[src/rtl/div_arb_pkg.sv]
// rtl/div_arb_pkg.sv - state and register-bus command encodings for the divider command arbiter
package div_arb_pkg;

   typedef enum logic [1:0] {
      ST_IDLE,
      ST_ISSUE,
      ST_WAIT,
      ST_DONE
   } arb_state_e;

   localparam logic [1:0] CMD_IDLE  = 2'b00;
   localparam logic [1:0] CMD_READ  = 2'b01;
   localparam logic [1:0] CMD_WRITE = 2'b10;

   // Only READ and WRITE reach the register bus; IDLE and 2'b11 complete with an error.
   function automatic logic cmd_is_legal(input logic [1:0] cmd);
      return (cmd == CMD_READ) || (cmd == CMD_WRITE);
   endfunction

endpackage

[src/rtl/div_rr_picker.sv]
// rtl/div_rr_picker.sv - rotate/priority-encode of requests starting at a pointer
module div_rr_picker
   import div_arb_pkg::*;
#(
   parameter int NUM_REQ = 3,
   parameter int IDX_W   = $clog2(NUM_REQ)
) (
   input  logic [NUM_REQ-1:0] req,
   input  logic [IDX_W-1:0]   ptr,
   output logic [NUM_REQ-1:0] onehot,
   output logic [IDX_W-1:0]   idx
);

   logic             found;
   logic [IDX_W:0]   sum;
   logic [IDX_W-1:0] pos;

   // Scan ptr, ptr+1, ... with wrap-around and keep the first requester found.
   always_comb begin
      onehot = '0;
      idx    = '0;
      found  = 1'b0;
      sum    = '0;
      pos    = '0;
      for (int i = 0; i < NUM_REQ; i++) begin
         sum = {1'b0, ptr} + (IDX_W+1)'(i);
         if (sum >= (IDX_W+1)'(NUM_REQ)) begin
            sum = sum - (IDX_W+1)'(NUM_REQ);
         end
         pos = sum[IDX_W-1:0];
         if (!found && req[pos]) begin
            found       = 1'b1;
            onehot[pos] = 1'b1;
            idx         = pos;
         end
      end
   end

endmodule

[src/rtl/div_cmd_arbiter.sv]
// rtl/div_cmd_arbiter.sv - shares the divider register bus one access at a time; DIV_ARB_FIXED_PRIO_EN selects fixed priority
module div_cmd_arbiter
   import div_arb_pkg::*;
#(
   parameter int NUM_REQ    = 3,
   parameter int ADDR_WIDTH = 8,
   parameter int DATA_WIDTH = 32
) (
   input  logic                          clk_i,
   input  logic                          rst_n,
   input  logic [NUM_REQ-1:0]            req_i,
   input  logic [NUM_REQ*2-1:0]          req_cmd_i,
   input  logic [NUM_REQ*ADDR_WIDTH-1:0] req_addr_i,
   input  logic [NUM_REQ*DATA_WIDTH-1:0] req_wdata_i,
   output logic [NUM_REQ-1:0]            gnt_o,
   output logic [NUM_REQ-1:0]            done_o,
   output logic [DATA_WIDTH-1:0]         rdata_o,
   output logic                          err_o,
   output logic [1:0]                    cmd_opt_o,
   output logic [ADDR_WIDTH-1:0]         cmd_addr_o,
   output logic [DATA_WIDTH-1:0]         cmd_data_o,
   input  logic [DATA_WIDTH-1:0]         cmd_rdata_i
);

   localparam int IDX_W = $clog2(NUM_REQ);

   arb_state_e              state;
   arb_state_e              state_nxt;
   logic [NUM_REQ-1:0]      win_onehot;
   logic [IDX_W-1:0]        win_idx;
   logic [IDX_W-1:0]        rr_ptr;
   logic [IDX_W-1:0]        cur_idx;
   logic [1:0]              cur_cmd;
   logic                    cur_err;
   logic [1:0]              sel_cmd;
   logic [ADDR_WIDTH-1:0]   sel_addr;
   logic [DATA_WIDTH-1:0]   sel_wdata;

   div_rr_picker #(
      .NUM_REQ (NUM_REQ),
      .IDX_W   (IDX_W)
   ) u_picker (
      .req    (req_i),
      .ptr    (rr_ptr),
      .onehot (win_onehot),
      .idx    (win_idx)
   );

`ifdef DIV_ARB_FIXED_PRIO_EN
   assign rr_ptr = '0;
`else
   // Move the search start just past the requester that was served.
   always_ff @(posedge clk_i or negedge rst_n) begin
      if (!rst_n) begin
         rr_ptr <= '0;
      end else if (state == ST_DONE) begin
         rr_ptr <= (cur_idx == IDX_W'(NUM_REQ-1)) ? '0 : cur_idx + IDX_W'(1);
      end
   end
`endif

   // Select the winner's command fields with an AND-OR mux on the one-hot grant.
   always_comb begin
      sel_cmd   = CMD_IDLE;
      sel_addr  = '0;
      sel_wdata = '0;
      for (int i = 0; i < NUM_REQ; i++) begin
         if (win_onehot[i]) begin
            sel_cmd   = req_cmd_i[i*2 +: 2];
            sel_addr  = req_addr_i[i*ADDR_WIDTH +: ADDR_WIDTH];
            sel_wdata = req_wdata_i[i*DATA_WIDTH +: DATA_WIDTH];
         end
      end
   end

   // State register.
   always_ff @(posedge clk_i or negedge rst_n) begin
      if (!rst_n) begin
         state <= ST_IDLE;
      end else begin
         state <= state_nxt;
      end
   end

   // Next state: every accepted request walks a fixed four-cycle sequence.
   always_comb begin
      state_nxt = state;
      case (state)
         ST_IDLE:  if (|req_i) state_nxt = ST_ISSUE;
         ST_ISSUE: state_nxt = ST_WAIT;
         ST_WAIT:  state_nxt = ST_DONE;
         ST_DONE:  state_nxt = ST_IDLE;
         default:  state_nxt = ST_IDLE;
      endcase
   end

   // Latch the winner at grant; the bus registers themselves hold addr/data through ISSUE.
   always_ff @(posedge clk_i or negedge rst_n) begin
      if (!rst_n) begin
         gnt_o      <= '0;
         done_o     <= '0;
         rdata_o    <= '0;
         err_o      <= 1'b0;
         cmd_opt_o  <= CMD_IDLE;
         cmd_addr_o <= '0;
         cmd_data_o <= '0;
         cur_idx    <= '0;
         cur_cmd    <= CMD_IDLE;
         cur_err    <= 1'b0;
      end else begin
         gnt_o      <= '0;
         done_o     <= '0;
         err_o      <= 1'b0;
         cmd_opt_o  <= CMD_IDLE;
         cmd_addr_o <= '0;
         cmd_data_o <= '0;
         case (state)
            ST_IDLE: begin
               if (|req_i) begin
                  gnt_o   <= win_onehot;
                  cur_idx <= win_idx;
                  cur_cmd <= sel_cmd;
                  cur_err <= !cmd_is_legal(sel_cmd);
                  if (cmd_is_legal(sel_cmd)) begin
                     cmd_opt_o  <= sel_cmd;
                     cmd_addr_o <= sel_addr;
                     cmd_data_o <= sel_wdata;
                  end
               end
            end
            ST_WAIT: begin
               rdata_o <= (cur_cmd == CMD_READ) ? cmd_rdata_i : '0;
               done_o  <= NUM_REQ'(1) << cur_idx;
               err_o   <= cur_err;
            end
            ST_DONE: begin
               rdata_o <= '0;
            end
            default: begin
            end
         endcase
      end
   end

endmodule
[config.mk]
export PLATFORM = sky130hd
export DESIGN_NAME = div_cmd_arbiter
export DESIGN_NICKNAME = d
export VERILOG_FILES = /design/src/rtl/div_arb_pkg.sv /design/src/rtl/div_rr_picker.sv /design/src/rtl/div_cmd_arbiter.sv
export SDC_FILE = /design/constraint.sdc
export NUM_CORES = 1
export LEC_CHECK = 0
export BUFFER_PORTS_ARGS = -buffer_cell sky130_fd_sc_hd__buf_4
export CELL_PAD_IN_SITES_DETAIL_PLACEMENT = 0
export CELL_PAD_IN_SITES_GLOBAL_PLACEMENT = 2
export CORE_ASPECT_RATIO = 1.1
export CORE_UTILIZATION = 28
export DETAILED_ROUTE_END_ITERATION = 10
export GPL_TIMING_DRIVEN = 0
export PLACE_DENSITY = 0.95
export SYNTH_ARGS = -nofsm -noshare
export SYNTH_HDL_FRONTEND = slang
export SYNTH_HIERARCHICAL = 1
export SYNTH_SLANG_ARGS = --single-unit
export TNS_END_PERCENT = 30
[constraint.sdc]
create_clock -name clk_i -period 9.2 [get_ports clk_i]
set_input_delay 0.46 -clock clk_i [delete_from_list [all_inputs] [get_ports clk_i]]
set_output_delay 0.46 -clock clk_i [all_outputs]
set_load 0.02 [all_outputs]
==> impl_summary.md, run 1 <==
Timing
The share of the clock period used by the worst path is between 30% and 40%. The final max-slew violation count was 0. The worst-case setup margin in the final layout is 5868 ps. Across the routed clock network, the largest skew measured is between 5 and 6 ps. The slew at the pin with the worst max-slew slack is around 1200 ps. The total negative slack is 0 ps.

Subtracting the final worst setup slack from the clock period gives around 3300 ps. The count of final hold-check violations is 0. Based on the critical path, the design can be clocked at up to between 300 and 400 MHz. Setup repair after global routing left no endpoint under its margin.

Setup violations remaining at the end of the flow were counted as 0. The worst pin sits at a relative slew slack of roughly 23%.

Pwr
The analysis attributes to cell leakage a power of ~3.4 nW. Power spread over the standard cell area amounts to 354.2 nW/µm². Of the total power, combinational logic draws about three fifths. The worst-case IR drop observed on VDD is a little under 200 µV. Net switching is 42.80% of the power. The internal power contribution is 0.001411 W.

The switching power total is 0.001055 W. The clock network accounts for 17.5% of the total power. The portion of total power attributed to sequential cells is around a quarter.

Layout
The fraction of final layout cells sized beyond drive strength 1 is 46.36%. The antenna diode count is 0. The final layout contains 853 nets. After filler insertion, the fill cell instance count of the layout stands at ~1.6k. In the layout the commonest cells are sky130_fd_sc_hd__buf_4, sky130_fd_sc_hd__dfrtp_1, sky130_fd_sc_hd__nor2b_1, sky130_fd_sc_hd__a221oi_1, sky130_fd_sc_hd__nor3_2.

With fillers left out, the area of the finished cells amounts to roughly 7000 µm². Leaving out fill and tap cells, the most frequent cell in the layout is sky130_fd_sc_hd__buf_4. The layout overhead on the synthesized area is 53.53%.

Clock network
The root buffer cell is sky130_fd_sc_hd__clkbuf_16. Clock tree synthesis found a total of 90 sinks. The post-CTS setup-driven buffer insertion count is 0. The H-tree depth is 3. The TritonCTS clock tree is yes. The quantity of gates resized following cts is 0.

The number of buffers inserted for hold repair after clock tree synthesis is 0. The number of buffers created by CTS is 9. After clock tree synthesis, the clock-pin slew on the worst setup and hold paths is roughly 70 ps. No sink is reached through more buffers than the 2 on the longest clock path. At the later pin of the worst-skew pair, clock insertion delay measures ~340 ps.

Die
The die is roughly 120 µm wide. From bottom edge to top edge, the die measures approximately 140 µm. Row generation in the floorplan step produced 48 rows. The floorplan step defined a die boundary enclosing 16710 µm².

Once the floorplan was initialized, standard cells occupied between 20% and 30% of the core. between 200 and 250 I/O pins were placed. In this run the standard cell core region covers between 15000 and 20000 µm².

Critical path
The critical path required time is around 9500 ps. The worst setup path is launched from a flop. The worst setup path is captured at a flop. In this run the register-to-register setup slack is about 5900 ps. In this run the worst setup path terminates at cmd_data_o[28]. The capturing point of the worst reg2reg path is cmd_data_o[28].

The critical path starts at rr_ptr[1]. The depth of the worst register-to-register path is 16. The data arrival at the endpoint of the critical path is 3580 ps. Along the worst path, the maximum fanout reaches 10.

The type of the worst setup path is flop to flop. The startpoint of the worst-slack reg-to-reg timing path is rr_ptr[1].

Placed design
The area of placed instances is around 6600 µm². The number of port buffers is 243. The routability congestion estimate is ~0.82. Timing analysis after detailed placement gives a worst setup slack of just under 6000 ps.

The placed wire-length estimate after detailed placement is between 10 and 15 mm.

Detailed routing
The wire length on met2 is 7.121 mm. Before antenna repair, the detailed router went through 4 iterations. Summing over every cut layer, the via total after detailed routing is roughly 4.2k. The detailed router used layers up to and including met4. Using the TritonRoute via totals, the vias-per-cell ratio works out to ~4.7. In the routed design, unresolved DRC markers number 0. The post-route met1 wirelength is between 5 and 6 mm. The initial DRC count is 180. Wire segments on met3 add up to roughly 1.2 mm in the final route. Once detail routing completed, the nets flagged for antenna violations numbered 0.

For this block, the routed nets add up to ~14 mm of wire. Dividing the detail-routed wire length by the instance count gives between 15 and 20 µm.

GRT
The total global routing track utilization is between 10% and 20%. The number of antenna violations at the first check in global routing is 0. Entering global routing, the biggest net connects 91 pins. The via count of the first global-routing pass was ~4.3k. The first global-routing pass estimated about 22 mm of wire. The leftover overflow at the end of global routing is 0.

Status
The flow ran to the end, and the final reports show no timing, DRC or antenna violations.

Yosys
The number of warnings issued by yosys is 6. In the synthesized netlist the dominant register cell turns out to be sky130_fd_sc_hd__dfrtp_1. The share of flip-flops with an asynchronous set or reset is 100.0%. The sequential area share after synthesis is about half. Summing every instance area after synthesis gives between 4000 and 5000 µm². The cell count after synthesis came out at 427. The number of enable flip-flop cells after synthesis is 0.

The synthesized netlist contains 34 unique library cells. Each instance of the synthesized netlist takes up on average between 10 and 15 µm². The synthesized design contains 90 register bits. The net count after synthesis is 599.

Worst hold path
The worst hold path belongs to the class input pin to asynchronous set/reset pin.

Flow run
The number of max-cap violations is 0.
==> critical path, stage by stage, from the launching register on <==
cell	delay (ps)
sky130_fd_sc_hd__dfrtp_1	420
sky130_fd_sc_hd__inv_1	90
sky130_fd_sc_hd__ha_1	160
sky130_fd_sc_hd__buf_6	130
sky130_fd_sc_hd__mux2i_1	310
sky130_fd_sc_hd__or2_1	150
sky130_fd_sc_hd__a31oi_1	80
sky130_fd_sc_hd__o21a_1	230
sky130_fd_sc_hd__buf_2	210
sky130_fd_sc_hd__a21oi_1	150
sky130_fd_sc_hd__a22o_1	200
sky130_fd_sc_hd__inv_1	60
sky130_fd_sc_hd__ha_1	280
sky130_fd_sc_hd__or2_1	240
sky130_fd_sc_hd__buf_6	150
sky130_fd_sc_hd__buf_8	150
sky130_fd_sc_hd__nor3_2	230
==> area by class of cell <==
| class | instances | area, µm² | area share [%] |
|---|---|---|---|
| clock inverter | 6 | 113.9 | 1.636 |
| multi-input combinational | 289 | 2034 | 29.22 |
| buffer | 36 | 202.7 | 2.912 |
| clock buffer | 10 | 239.0 | 3.433 |
| sequential | 90 | 2252 | 32.35 |
| tap | 200 | 250.2 | 3.595 |
| inverter | 12 | 45.04 | 0.6470 |
| timing repair buffer | 243 | 1824 | 26.20 |
==> per-layer routing <==
| metal | GRT usage, % | up-vias |
|---|---|---|
| met4 | 7.229 | 0 |
| met5 | 0 | - |
| met1 | 20.40 | 1975 |
| met2 | 29.58 | 194 |
| met3 | 5.471 | 24 |
| li1 | - | 2007 |
==> power by group through the flow <==
stage	logic (W)	clock network, W	registers (W)
2_1_floorplan	0.000793	0	0.000760
3_3_place_gp	0.00142	0	0.000604
3_5_place_dp	0.00145	0	0.000607
4_1_cts	0.00145	0.000446	0.000602
5_1_grt	0.00156	0.000462	0.000617
6_report	0.00143	0.000431	0.000601
==> Yosys cell counts (2+ instances only) <==
cell type,n,area share [%]
sky130_fd_sc_hd__buf_2,6,0.66
sky130_fd_sc_hd__a22o_1,2,0.39
sky130_fd_sc_hd__clkbuf_1,24,2.0
sky130_fd_sc_hd__buf_6,2,0.50
sky130_fd_sc_hd__and3b_1,3,0.58
sky130_fd_sc_hd__buf_8,4,1.3
sky130_fd_sc_hd__a21oi_1,38,4.2
sky130_fd_sc_hd__nor3_2,40,8.8
sky130_fd_sc_hd__nand3b_1,3,0.50
sky130_fd_sc_hd__and2_1,6,0.83
sky130_fd_sc_hd__dfrtp_1,90,50
sky130_fd_sc_hd__mux2_2,5,1.2
sky130_fd_sc_hd__mux2i_1,2,0.44
sky130_fd_sc_hd__or2_1,2,0.28
sky130_fd_sc_hd__o21ai_0,4,0.44
sky130_fd_sc_hd__a31oi_1,3,0.41
sky130_fd_sc_hd__nand2_1,7,0.58
sky130_fd_sc_hd__nor2b_1,75,10
sky130_fd_sc_hd__inv_1,12,0.99
sky130_fd_sc_hd__a221oi_1,40,7.7
sky130_fd_sc_hd__nor2_1,36,3.0
sky130_fd_sc_hd__nor3_1,2,0.22
sky130_fd_sc_hd__o22ai_1,2,0.28
sky130_fd_sc_hd__ha_1,9,2.5
==> worst min path at each step <==
stage                    endpoint             from  slack (ps)  cells after the start
finish                rdata_o[13]            rst_n         350                      1
global route          rdata_o[23]  cmd_rdata_i[23]         350                      3
global placement       cur_cmd[1]       cur_cmd[1]         460                      2
CTS                   rdata_o[22]  cmd_rdata_i[22]         330                      3
detailed placement     cur_cmd[1]       cur_cmd[1]         470                      2
floorplan           cmd_addr_o[0]            rst_n         160                      0
==> cells by family (layout without fill, tap and decap cells) <==
group                    after synthesis  in the layout  share of synthesized area, %
multiplexers                           7              7                         1.683
AO/OA/AOI/OAI                         96             96                         15.01
AND/OR/NAND/NOR                      177            177                         25.69
flip-flops                            90             90                         49.67
buffers and inverters                 48            307                         5.464
adder cells (fa/ha/maj)                9              9                         2.483
==> stage by stage <==
step                      utilization, %  hold WS, ps  cells  power (W)
after floorplan                        -        164.4    427   0.001553
after global placement             42.00        460.9    870   0.002027
after detailed placement           42.00        465.4    870   0.002055
after CTS                          44.24        332.1    886   0.002499
after global routing               44.24        345.7    886   0.002640
final                              44.24        351.7    886   0.002466
==> sequential cells by signal, indices dropped and copies added (netlist names) <==
signal      cells
err_o           1
gnt_o           3
done_o          3
cmd_addr_o      8
rr_ptr          2
cur_err         1
cmd_opt_o       2
cur_cmd         2
rdata_o        32
cmd_data_o     32
cur_idx         2
state           2
No activity file was read; power rests on OpenSTA's default activity.
==> run 2: changes to the inputs <==
--- a/config.mk
+++ b/config.mk
@@ -5,14 +5,15 @@
 export SDC_FILE = /design/constraint.sdc
 export NUM_CORES = 1
 export LEC_CHECK = 0
+export ABC_AREA = 1
 export BUFFER_PORTS_ARGS = -buffer_cell sky130_fd_sc_hd__buf_4
 export CELL_PAD_IN_SITES_DETAIL_PLACEMENT = 0
 export CELL_PAD_IN_SITES_GLOBAL_PLACEMENT = 2
 export CORE_ASPECT_RATIO = 1.1
-export CORE_UTILIZATION = 28
+export CORE_UTILIZATION = 24
 export DETAILED_ROUTE_END_ITERATION = 10
 export GPL_TIMING_DRIVEN = 0
-export PLACE_DENSITY = 0.95
+export PLACE_DENSITY = 0.9
 export SYNTH_ARGS = -nofsm -noshare
 export SYNTH_HDL_FRONTEND = slang
 export SYNTH_HIERARCHICAL = 1
==> constraint.sdc (replaced) <==
create_clock -name clk_i -period 3.3 [get_ports clk_i]
set_input_delay 0.165 -clock clk_i [delete_from_list [all_inputs] [get_ports clk_i]]
set_output_delay 0.165 -clock clk_i [all_outputs]
set_load 0.02 [all_outputs]
==> run 2 against run 1 <==
Against the previous run: sequential share of layout area decreased by 1.3 points; non-clock buffer count grew 5; largest cell class unchanged; highest routed layer unchanged; clock power rose to 2.5 times the previous value.
==> impl_summary.md, run 2 <==
Yosys
The top cell type by total area after synthesis is sky130_fd_sc_hd__dfrtp_1. The cell with the most instances after synthesis is sky130_fd_sc_hd__nand2_1. After Yosys synthesis, XOR and XNOR cells account for 0% of the synthesized area. The number of enable flip-flop cells after synthesis is 0. The largest family of logic cells by synthesized area is simple AND/OR/NAND/NOR gates. The share of the synthesized area in the top cell type is 46.87%.

Counting flops with an async set or reset pin after synthesis yields a share of 100.0%. Synthesis produced roughly 600 cells. The net count after synthesis is just under 800. The sequential area share after synthesis is between 40% and 50%. The share of synthesized cell area in and, or, nand and nor gates is between 30% and 40%.

After synthesis the cells add up to just under 5000 µm². In the synthesized netlist, mux cells make up 0% of the area. In this run, synthesis produced a sequential element count of 90.

The complex-gate fraction of the synthesized area is about an eighth. In the synthesized netlist the dominant register cell turns out to be sky130_fd_sc_hd__dfrtp_1. Yosys mapped the design onto 28 distinct sky130hd cell types.

Yosys attributes the largest share of cell area to sky130_fd_sc_hd__dfrtp_1, sky130_fd_sc_hd__nand2_1, sky130_fd_sc_hd__a21oi_1, sky130_fd_sc_hd__nor2_2, sky130_fd_sc_hd__nand3_1. The number of warnings issued by yosys is 6. The synthesized netlist devotes 2.344% of its cell area to adder and majority cells. By count the netlist is led by sky130_fd_sc_hd__nand2_1, sky130_fd_sc_hd__dfrtp_1, sky130_fd_sc_hd__a21oi_1. Dividing the synthesized area by the synthesized cell count gives between 8 and 9 µm².

Critical path
The standard cell with the maximum stage delay on the critical path is sky130_fd_sc_hd__dfrtp_1. The nature of the critical path endpoint is a flop. The startpoint of the worst-slack reg-to-reg timing path is rr_ptr[0].

The end point of the critical path is cmd_data_o[10]. In this run the critical register-to-register path is captured at cmd_data_o[10]. In this design, the critical path's most frequently occurring cell is sky130_fd_sc_hd__nand2_1. The worst setup path is launched from a flop. The signal on the critical path passes through inv_1, ha_1, buf_4, inv_2, nand2_1, nand3_1, nand2_1, nand3_1, nand2_1, inv_1, nand2_1, clkbuf_4, inv_2, or2_1, nand2_1, inv_1, ha_1, inv_1, nand2_4, buf_6, nor2_2. The data arrival at the endpoint of the critical path is around 3300 ps. Counting cells, the worst reg-to-reg path comes to 21. At the worst endpoint, the required time is about 3600 ps. The most critical setup path has its startpoint at rr_ptr[0]. The type of the worst setup path is flop to flop.

The minimum setup slack among reg-to-reg paths is 320 ps. On the worst path, the slowest cell contributes a delay of about 400 ps. Of all nets on the critical path, the largest fanout is 10.

Pwr
The internal portion of the total power is a little over 0.004 W. The combinational fraction of design power is between 60 and 70%. In this run the power spent charging and discharging nets is slightly above 0.004 W. The clock network fraction of design power is 13.1%.

In this run the static leakage power is 3.773 nW. Net switching is about half of the power. The portion of total power attributed to sequential cells is a little over a fifth.

In this run the power density over the cells is roughly 1100 nW/µm². Across the VDD grid, the largest voltage drop is ~460 µV.

Detailed routing
In this run the remaining antenna-violating nets after routing total 0. For this run, design rule violations remaining after detail routing come to 0. After detailed routing, the average wire length per cell comes to 14.84 µm. The initial DRC count is ~150. Dividing the detail-routed via count by the number of cells gives about 4.4. Summing over every cut layer, the via total after detailed routing is a little under 5k. The number of iterations in the first detailed-routing pass is 6.

The aggregate routed wire length is between 15 and 20 mm.

GRT
The via count of the first global-routing pass is 4757. The leftover overflow at the end of global routing is 0. The number of antenna violations at the first check in global routing is 0. The total global routing track utilization is between 10% and 20%. The wire length of the first global-routing pass is about 25 mm.

The largest net degree at the start of global routing is 91.

Status
The flow ran to the end, and the final reports show no timing, DRC or antenna violations.

Timing
Measured against its own limit, the worst slew margin works out to between 20% and 30%. The worst hold slack across all endpoints is between 50 and 60 ps. The post-layout minimum cycle time is 2982 ps.

The final max-slew violation count is 0. The count of final hold-check violations is 0. Setup total negative slack on the finished layout was measured at 0 ps.

Setup repair after global routing left no endpoint under its margin. Of the available clock period, the critical path in the final layout requires 90.35%. Timing would allow up to around 340 MHz.

The maximum clock skew at final layout is approximately 5.3 ps. For the pin with the worst max-slew slack, the measured transition is between 1000 and 1500 ps. The count of endpoints failing setup in the final report is 0.

Clock network
The H-tree depth is 3. The TritonCTS clock tree is yes. The number of buffers created by CTS is 9. Hold repair after CTS inserted 0 buffers. The clock latency of the later-clocked register in the worst-skew pair is 340 ps. The maximum clock path buffer count is 2. The post-CTS setup-driven buffer insertion count is 0. The root buffer cell is sky130_fd_sc_hd__clkbuf_16. After clock tree synthesis, the clock-pin slew on the worst setup and hold paths is approximately 70 ps. CTS saw 90 sinks.

Layout
The layout overhead on the synthesized area is 50.81%. Of the cells placed in the final design, the portion with a size suffix greater than 1 is 41.19%. In the layout the commonest cells are sky130_fd_sc_hd__buf_4, sky130_fd_sc_hd__nand2_1, sky130_fd_sc_hd__dfrtp_1, sky130_fd_sc_hd__a21oi_1, sky130_fd_sc_hd__nand3_1.

Leaving out fill and tap cells, the most frequent cell in the layout is sky130_fd_sc_hd__buf_4. The final cell count without fillers is around 1.1k. The largest registers in the layout are cmd_data_o (32), rdata_o (32), cmd_addr_o (8). The layout filler cell count is ~2.1k.

The number of antenna diodes in the final layout is 0. After the last flow step, the layout net total stands at 1024.

Placed design
The number of port buffers is between 200 and 250. At the end of routability-driven placement, the weighted congestion stood at approximately 0.78. The cell count after placement is 1088. The wire-length estimate of the detail-placed layout is around 12 mm.

Worst hold path
The type of the most critical hold path is input pin to asynchronous set/reset pin.

Die
The overall die width is 136.9 µm. The number of top-level pins is around 240. The standard-cell row count is 53. Once the floorplan was initialized, standard cells occupied 24.81% of the core. The die height is 150.4 µm.

The die covers 20590 µm². The core region is a little under 20000 µm².

Flow run
The number of max-cap violations is 0.
[run 2: changes by cell type after synthesis, sizes merged, moves of 6 or more]
| cell | before | now |
|---|---|---|
| and2 | 6 | 0 |
| a21oi | 38 | 76 |
| a221oi | 40 | 0 |
| nand2 | 7 | 158 |
| nor2b | 75 | 0 |
| nand3 | 0 | 52 |
| or2 | 3 | 42 |
| o21ai | 4 | 39 |
| nor2 | 36 | 50 |
| nor3 | 42 | 3 |
| clkbuf | 24 | 7 |
| inv | 12 | 32 |
| buf | 12 | 34 |
[run 2: cells by family after synthesis]
family,after synthesis
adders and majority gates,9
buffers and inverters,74
and+or+nand+nor,308
DFF,90
AOI/OAI and AO/OA,117
[run 2: per-stage QoR]
stage / area [µm²] / setup slack (ps) / power (W) / utilization (%)
after floorplan: 4805 / 759.1 / 0.005389 / -
after global placement: 6938 / 270.4 / 0.007230 / 35.83
after detailed placement: 6938 / 248.0 / 0.007249 / 35.83
after CTS: 7242 / 222.9 / 0.008365 / 37.40
after global routing: 7246 / 17.11 / 0.009026 / 37.42
final: 7246 / 318.3 / 0.008237 / 37.42
[run 2: repair_timing]
| item | 4_1_cts | 5_1_grt |
|---|---|---|
| endpoints found under the setup margin | 0 | 7 |
| resized for setup | 0 | 2 |
| hold endpoints to repair | 0 | 0 |
[run 2: area by class of cell]
cell class	count	area [µm²]	area share (%)
well taps	247	309.0	4.265
inverters	33	128.9	1.779
plain buffers	41	239.0	3.298
repair buffers	243	1824	25.18
flip-flops and latches	90	2252	31.08
multi-input cells	434	2188	30.20
clock buffers	10	239.0	3.298
clock inverters	6	65.06	0.8979
[run 2: critical path, delay by kind of cell, from the launching register on]
| kind | cells | cell delay, ps |
|---|---|---|
| adders and majority gates | 2 | 530 |
| buffers and inverters | 9 | 960 |
| DFF | 1 | 400 |
| and+or+nand+nor | 10 | 1000 |
[run 2: how the worst min path moves through the flow]
| stage | startpoint | slack [ps] | to |
|---|---|---|---|
| CTS | cmd_rdata_i[25] | 60 | rdata_o[25] |
| floorplan | rst_n | -130 | cmd_addr_o[0] |
| global placement | cmd_rdata_i[29] | 420 | rdata_o[29] |
| global route | cmd_rdata_i[4] | 60 | rdata_o[4] |
| detailed placement | cmd_rdata_i[29] | 430 | rdata_o[29] |
| finish | rst_n | 60 | rdata_o[14] |
[run 2: power by group through the flow]
stage / Sequential (W) / Clock, W / Combinational, W
final: 0.00181 / 0.00108 / 0.00535
after CTS: 0.00181 / 0.00112 / 0.00543
after global routing: 0.00186 / 0.00116 / 0.00600
after global placement: 0.00182 / 0 / 0.00541
after detailed placement: 0.00183 / 0 / 0.00542
after floorplan: 0.00236 / 0 / 0.00303
[run 2: metal layers]
metal	routed length [µm]	track usage [%]
met4	207	4.560
met2	8028	27.72
met5	0	0
met1	6837	18.39
met3	1315	4.310
